--- config.mk ---
export PLATFORM = sky130hd
export DESIGN_NAME = decode_stage_pipe
export DESIGN_NICKNAME = d
export VERILOG_FILES = /design/src/rtl/decode_stage_pipe.sv
export SDC_FILE = /design/constraint.sdc
export NUM_CORES = 2
export LEC_CHECK = 0
export CAP_MARGIN = 20
export CORE_ASPECT_RATIO = 0.7
export CORE_MARGIN = 5
export CORE_UTILIZATION = 30
export CTS_BUF_LIST = sky130_fd_sc_hd__clkbuf_8
export DETAILED_ROUTE_END_ITERATION = 6
export GPL_TIMING_DRIVEN = 0
export PLACE_DENSITY_LB_ADDON = 0.08
export SYNTH_ARGS = -nofsm -noshare
export SYNTH_HDL_FRONTEND = slang
export SYNTH_SLANG_ARGS = --single-unit
--- constraint.sdc ---
create_clock -name clk -period 44.9 [get_ports clk]
set_clock_uncertainty 0.05 [all_clocks]
set_input_delay 8.98 -clock clk [delete_from_list [all_inputs] [get_ports clk]]
set_output_delay 8.98 -clock clk [all_outputs]
set_load 0.05 [all_outputs]
--- src/rtl/decode_stage_pipe.sv ---
// Pipelined decode stage: register file with write-back bypass, control decode,
// sign extension, load-use hazard detection and an ID/EX register with valid bit.
module decode_stage_pipe #(
  parameter int unsigned DATA_W  = 32,
  parameter int unsigned NREGS   = 32,
  parameter int unsigned ALUOP_W = 6
) (
  input  logic               clk,
  input  logic               rst,
  input  logic               instr_valid,
  input  logic [31:0]        instruccion,
  input  logic               flush,
  input  logic               wb_we,
  input  logic [4:0]         wb_addr,
  input  logic [DATA_W-1:0]  wb_data,
  output logic               stall,
  output logic               ex_valid,
  output logic [DATA_W-1:0]  ex_data1,
  output logic [DATA_W-1:0]  ex_data2,
  output logic [DATA_W-1:0]  ex_ext_sig,
  output logic [4:0]         ex_rs,
  output logic [4:0]         ex_rt,
  output logic [4:0]         ex_rd,
  output logic               ex_branch,
  output logic               ex_mem_read,
  output logic               ex_mem_write,
  output logic               ex_mem_to_reg,
  output logic               ex_reg_dst,
  output logic               ex_reg_write,
  output logic               ex_alu_src,
  output logic [ALUOP_W-1:0] ex_alu_op
);

  localparam int unsigned AW = (NREGS > 1) ? $clog2(NREGS) : 1;

  localparam logic [5:0] OpRtype = 6'h00;
  localparam logic [5:0] OpLw    = 6'h23;
  localparam logic [5:0] OpSw    = 6'h2B;
  localparam logic [5:0] OpBeq   = 6'h04;
  localparam logic [5:0] OpAddi  = 6'h08;

  // Control bundle order: {branch, mem_read, mem_write, mem_to_reg, reg_dst, reg_write, alu_src}
  localparam int unsigned CtlW = 7;

  logic [DATA_W-1:0] regs_q [NREGS];

  logic [5:0]         opcode;
  logic [AW-1:0]      rs_idx, rt_idx, wb_idx;
  logic [DATA_W-1:0]  rd1, rd2, ext_sig;
  logic [CtlW-1:0]    ctl;
  logic [ALUOP_W-1:0] alu_op;
  logic               issue;

  logic               ex_valid_q;
  logic [CtlW-1:0]    ex_ctl_q;
  logic [ALUOP_W-1:0] ex_alu_op_q;
  logic [DATA_W-1:0]  ex_data1_q, ex_data2_q, ex_ext_sig_q;
  logic [4:0]         ex_rs_q, ex_rt_q, ex_rd_q;

  assign opcode = instruccion[31:26];
  assign rs_idx = instruccion[21 +: AW];
  assign rt_idx = instruccion[16 +: AW];
  assign wb_idx = wb_addr[AW-1:0];

  always_ff @(posedge clk or posedge rst) begin
    if (rst) begin
      for (int i = 0; i < NREGS; i++) regs_q[i] <= '0;
    end else if (wb_we && wb_idx != '0) begin
      regs_q[wb_idx] <= wb_data;
    end
  end

  // Same-cycle write-back is forwarded so decode never sees a stale value.
  always_comb begin
    rd1 = '0;
    rd2 = '0;
    if (rs_idx != '0) rd1 = (wb_we && wb_idx == rs_idx) ? wb_data : regs_q[rs_idx];
    if (rt_idx != '0) rd2 = (wb_we && wb_idx == rt_idx) ? wb_data : regs_q[rt_idx];
  end

  always_comb begin
    ctl = '0;
    unique case (opcode)
      OpRtype: ctl = 7'b0000110;
      OpLw:    ctl = 7'b0101011;
      OpSw:    ctl = 7'b0010001;
      OpBeq:   ctl = 7'b1000000;
      OpAddi:  ctl = 7'b0000011;
      default: ctl = '0;
    endcase
  end

  assign alu_op  = ALUOP_W'(opcode);
  assign ext_sig = DATA_W'($signed(instruccion[15:0]));

  // Conservative: rt is compared even for opcodes that do not read it.
  always_comb begin
    stall = 1'b0;
    if (!rst && !flush && instr_valid && ex_valid_q && ex_ctl_q[5] && ex_rt_q != 5'd0 &&
        (ex_rt_q == instruccion[25:21] || ex_rt_q == instruccion[20:16])) begin
      stall = 1'b1;
    end
  end

  assign issue = instr_valid && !flush && !stall;

  always_ff @(posedge clk or posedge rst) begin
    if (rst) begin
      ex_valid_q   <= 1'b0;
      ex_ctl_q     <= '0;
      ex_alu_op_q  <= '0;
      ex_data1_q   <= '0;
      ex_data2_q   <= '0;
      ex_ext_sig_q <= '0;
      ex_rs_q      <= '0;
      ex_rt_q      <= '0;
      ex_rd_q      <= '0;
    end else begin
      ex_valid_q   <= issue;
      ex_ctl_q     <= issue ? ctl : '0;
      ex_alu_op_q  <= issue ? alu_op : '0;
      ex_data1_q   <= rd1;
      ex_data2_q   <= rd2;
      ex_ext_sig_q <= ext_sig;
      ex_rs_q      <= instruccion[25:21];
      ex_rt_q      <= instruccion[20:16];
      ex_rd_q      <= instruccion[15:11];
    end
  end

  assign ex_valid      = ex_valid_q;
  assign ex_data1      = ex_data1_q;
  assign ex_data2      = ex_data2_q;
  assign ex_ext_sig    = ex_ext_sig_q;
  assign ex_rs         = ex_rs_q;
  assign ex_rt         = ex_rt_q;
  assign ex_rd         = ex_rd_q;
  assign ex_branch     = ex_ctl_q[6];
  assign ex_mem_read   = ex_ctl_q[5];
  assign ex_mem_write  = ex_ctl_q[4];
  assign ex_mem_to_reg = ex_ctl_q[3];
  assign ex_reg_dst    = ex_ctl_q[2];
  assign ex_reg_write  = ex_ctl_q[1];
  assign ex_alu_src    = ex_ctl_q[0];
  assign ex_alu_op     = ex_alu_op_q;

endmodule

==> summary.md <==
| Metric | Value |
|---|---|
| Synth Warn # | 0 |
| Seq. cell area | 28200 um^2 |
| DRC | 0 |
| Syn nets | 4268 |
| Inst Count DP | 7056 |
| Buf/Inv on CP | 5 |
| CTS buffer count | 205 |
| Die area | 203800 um^2 |
| Largest stage delay, worst path | 810 ps |
| Fin area | 69120 um^2 |
| Vias | 44580 |
| RSZ-0062 raised after global routing | false |
| Die Y-Extent | 379.2 um |
| Status | finished clean |
| IO Port Bufs | 195 |
| Vias in the first global route | 43420 |
| Avg WL per Cell | 44.49 um |
| Multi-input logic area | 27840 um^2 |
| Synth Instances | 4194 |
| Crit path top cell by count | clkdlybuf4s50_1 |
| Gr usage total | 31.87% |
| Final wirelength | 330700 um |
| Top_reg_cell synth | dfrtp_1 |
| Area after DPL | 64910 um^2 |
| FF-to-FF path depth | 5 |
| Post-CTS Setup Bufs | 0 |
| Final Setup Violations | 0 |
| Effective utilization at floorplan | 30.17% |
| Synth unique cells | 60 |
| First-pass GRT wire length | 429700 um |
| Final Util | 35.71% |
| Max FO, Critical Path | 10 |
| Power Total | 0.003106 W |
| Core area | 193600 um^2 |
| Clock-pin slew on the worst setup and hold paths | 60 ps |
| Hold Buf Count CTS | 0 |
| Row Count | 135 |
| Layout area overhead | 18.33% |
| Arr. time, crit path | 12510 ps |
| DRT antenna net count | 0 |
| Number of synthesized flops with an enable pin | 0 |
| Critical setup path kind | input port to output pin |
| Synth area leader | dfrtp_1 |
| FFs w/ async S/R, synth | 100.0% |
| Syn Area/Cell | 13.93 um^2 |
| Critical path depth in cells | 10 |
| Tmin final | 21540 ps |
| Root buf cell | clkbuf_8 |
| CTS tree | yes |
| Clock sink count | 1127 |
| Critical-path cell list | clkdlybuf4s50_1 > buf_2 > buf_4 > buf_6 > xnor2_1 > nand3_1 > o22ai_1 > nand2_1 > nor2_1 > clkdlybuf4s50_1 |
| IO Pins | 200 |
| Max Root-Sink Buffers | 4 |
| Peak supply drop | 21.01 uV |
| #FFs+latches synth | 1127 |
| Fin nets | 4738 |
| Post-DP HPWL | 238600 um |
| Slew headroom | 10.57% |
| Fillers | 19080 |
| Peak Freq | 0.04642 GHz |
| Clock Latency Late Sink | 990 ps |
| Max Slew Vio Count | 0 |
| DR iter-0 viols | 5682 |
| Worst Hold Depth | 1 |
| Share of cells above drive strength 1 | 38.81% |
| Largest cells by area after synthesis | dfrtp_1 48%, mux2_2 18%, mux4_2 12% |
| DR pass1 iterations | 6 |
| Crit path max-delay family | buffers and inverters |
| Min-Delay Path Class | flip-flop to flip-flop |
| Die Width | 537.4 um |
| Final setup TNS | 0 ps |
| RePlAce Congestion | 0.9947 |
| Post-synthesis sequential area ratio | 48.28% |
| Initial antenna violation count | 37 |
| Req. time, crit path | 35870 ps |
| Synthesized cell area | 58410 um^2 |
| CP Launch Type | input port |
| Crit path capture type | output pin |
| Final period utilization | 47.98% |
| MaxCap Viol Count | 0 |
| Via density | 5.997 |
| Htree depth | 4 |
| Power density over the cells | 44.94 nW/um^2 |
| Post-cts sizing count | 0 |
| Slowest CP cell | clkdlybuf4s50_1 |
| Layout Cells excl Fill | 7434 |
| Slew @ Worst Pin | 1341 ps |
| Area fraction of the dominant cell type after synthesis | 48.28% |
| Final Hold Vio Count | 0 |
| Leak pwr | 30.20 nW |
| Largest net degree at the start of global routing | 119 |
| Congestion Overflow GR | 0 |
==> where the power goes <==
| group | internal (W) | switching (W) |
|---|---|---|
| combinational | 0.000335 | 0.000389 |
| clock | 0.000540 | 0.000492 |
| sequential | 0.00120 | 0.000148 |
==> routing by layer <==
layer | track usage (%) | up-vias | wire length [um]
met2 | 43.91 | 2661 | 133600
met4 | 14.19 | 2 | 16350
met1 | 45.50 | 24360 | 147200
li1 | - | 16920 | -
met5 | 0 | - | 12
met3 | 9.973 | 641 | 33520
==> cell type report <==
cell class	instances	area share [%]
Sequential cell	1127	40.80
Multi-Input combinational cell	2575	40.28
Clock buffer	265	5.277
Tap cell	2603	4.712
Timing Repair Buffer	263	4.672
Buffer	478	3.459
Clock inverter	84	0.6155
Antenna cell	25	0.09051
Inverter	14	0.08689
==> cells by family (layout without fill, tap and decap cells) <==
logic type	after synthesis	after routing	synth area share (%)
buf+inv	492	1104	4.094
simple gates	333	333	2.770
other cells	0	25	0
compound gates	478	478	5.857
flops	1127	1127	48.28
mux	1744	1744	38.70
xor+xnor	20	20	0.2999
==> metrics by stage <==
stage               setup WS, ps  hold WS, ps
floorplan                  798.7        386.4
CTS                        23330        428.4
finish                     23360        428.7
global route               23350        441.9
global placement          -13690        403.8
detailed placement         23330        415.0
==> synthesized netlist by cell type, drive strengths merged (16+ instances only) <==
cell and instances:
nand2 99, buf 268, mux2 1062, a32o 62
o22ai 91, dfrtp 1127, nor2 87, a22oi 60
a21oi 73, nor3 25, nand3 46, o211ai 16
clkbuf 210, o21ai 71, mux4 305, a221o 22
mux2i 377, o221ai 38, xnor2 18
==> cells in the final DEF, fill, tap and decap left out, types with 23 or more instances in the layout <==
master and n:
mux4_2 305, buf_8 34, diode_2 25, mux2i_1 377, mux2_2 935, buf_1 53, buf_4 51, o21ai_0 48
o21ai_1 23, o22ai_1 91, clkbuf_2 38, clkdlybuf4s50_1 195, o221ai_1 38, buf_6 23, nand2_1 99, buf_2 145
inv_1 70, a21oi_1 73, clkbuf_8 265, nand3_1 45, a22oi_1 60, a32o_1 62, dfrtp_1 1127, clkbuf_1 172
mux2_1 127, nor2_1 84
==> registers in the layout, summed over array words and instances (netlist names) <==
signal,cells
ex_rd,4
ex_ext_sig,12
ex_valid,1
regs_q,1024
ex_alu_op,6
ex_data2,32
ex_rs,5
ex_rt,5
ex_ctl_q,6
ex_data1,32
==> worst paths after layout <==
check / start / to / slack (ps)
min reg2reg: regs_q[1003] / regs_q[1003] / 430
max in group asynchronous: rst / regs_q[866] / 33940
min in group asynchronous: rst / ex_ext_sig[8] / 8450
max: instruccion[18] / stall / 23360
max reg2reg: ex_rt[1] / ex_ctl_q[5] / 42270
min: regs_q[1003] / regs_q[1003] / 430
No activity file was read; power rests on OpenSTA's default activity.
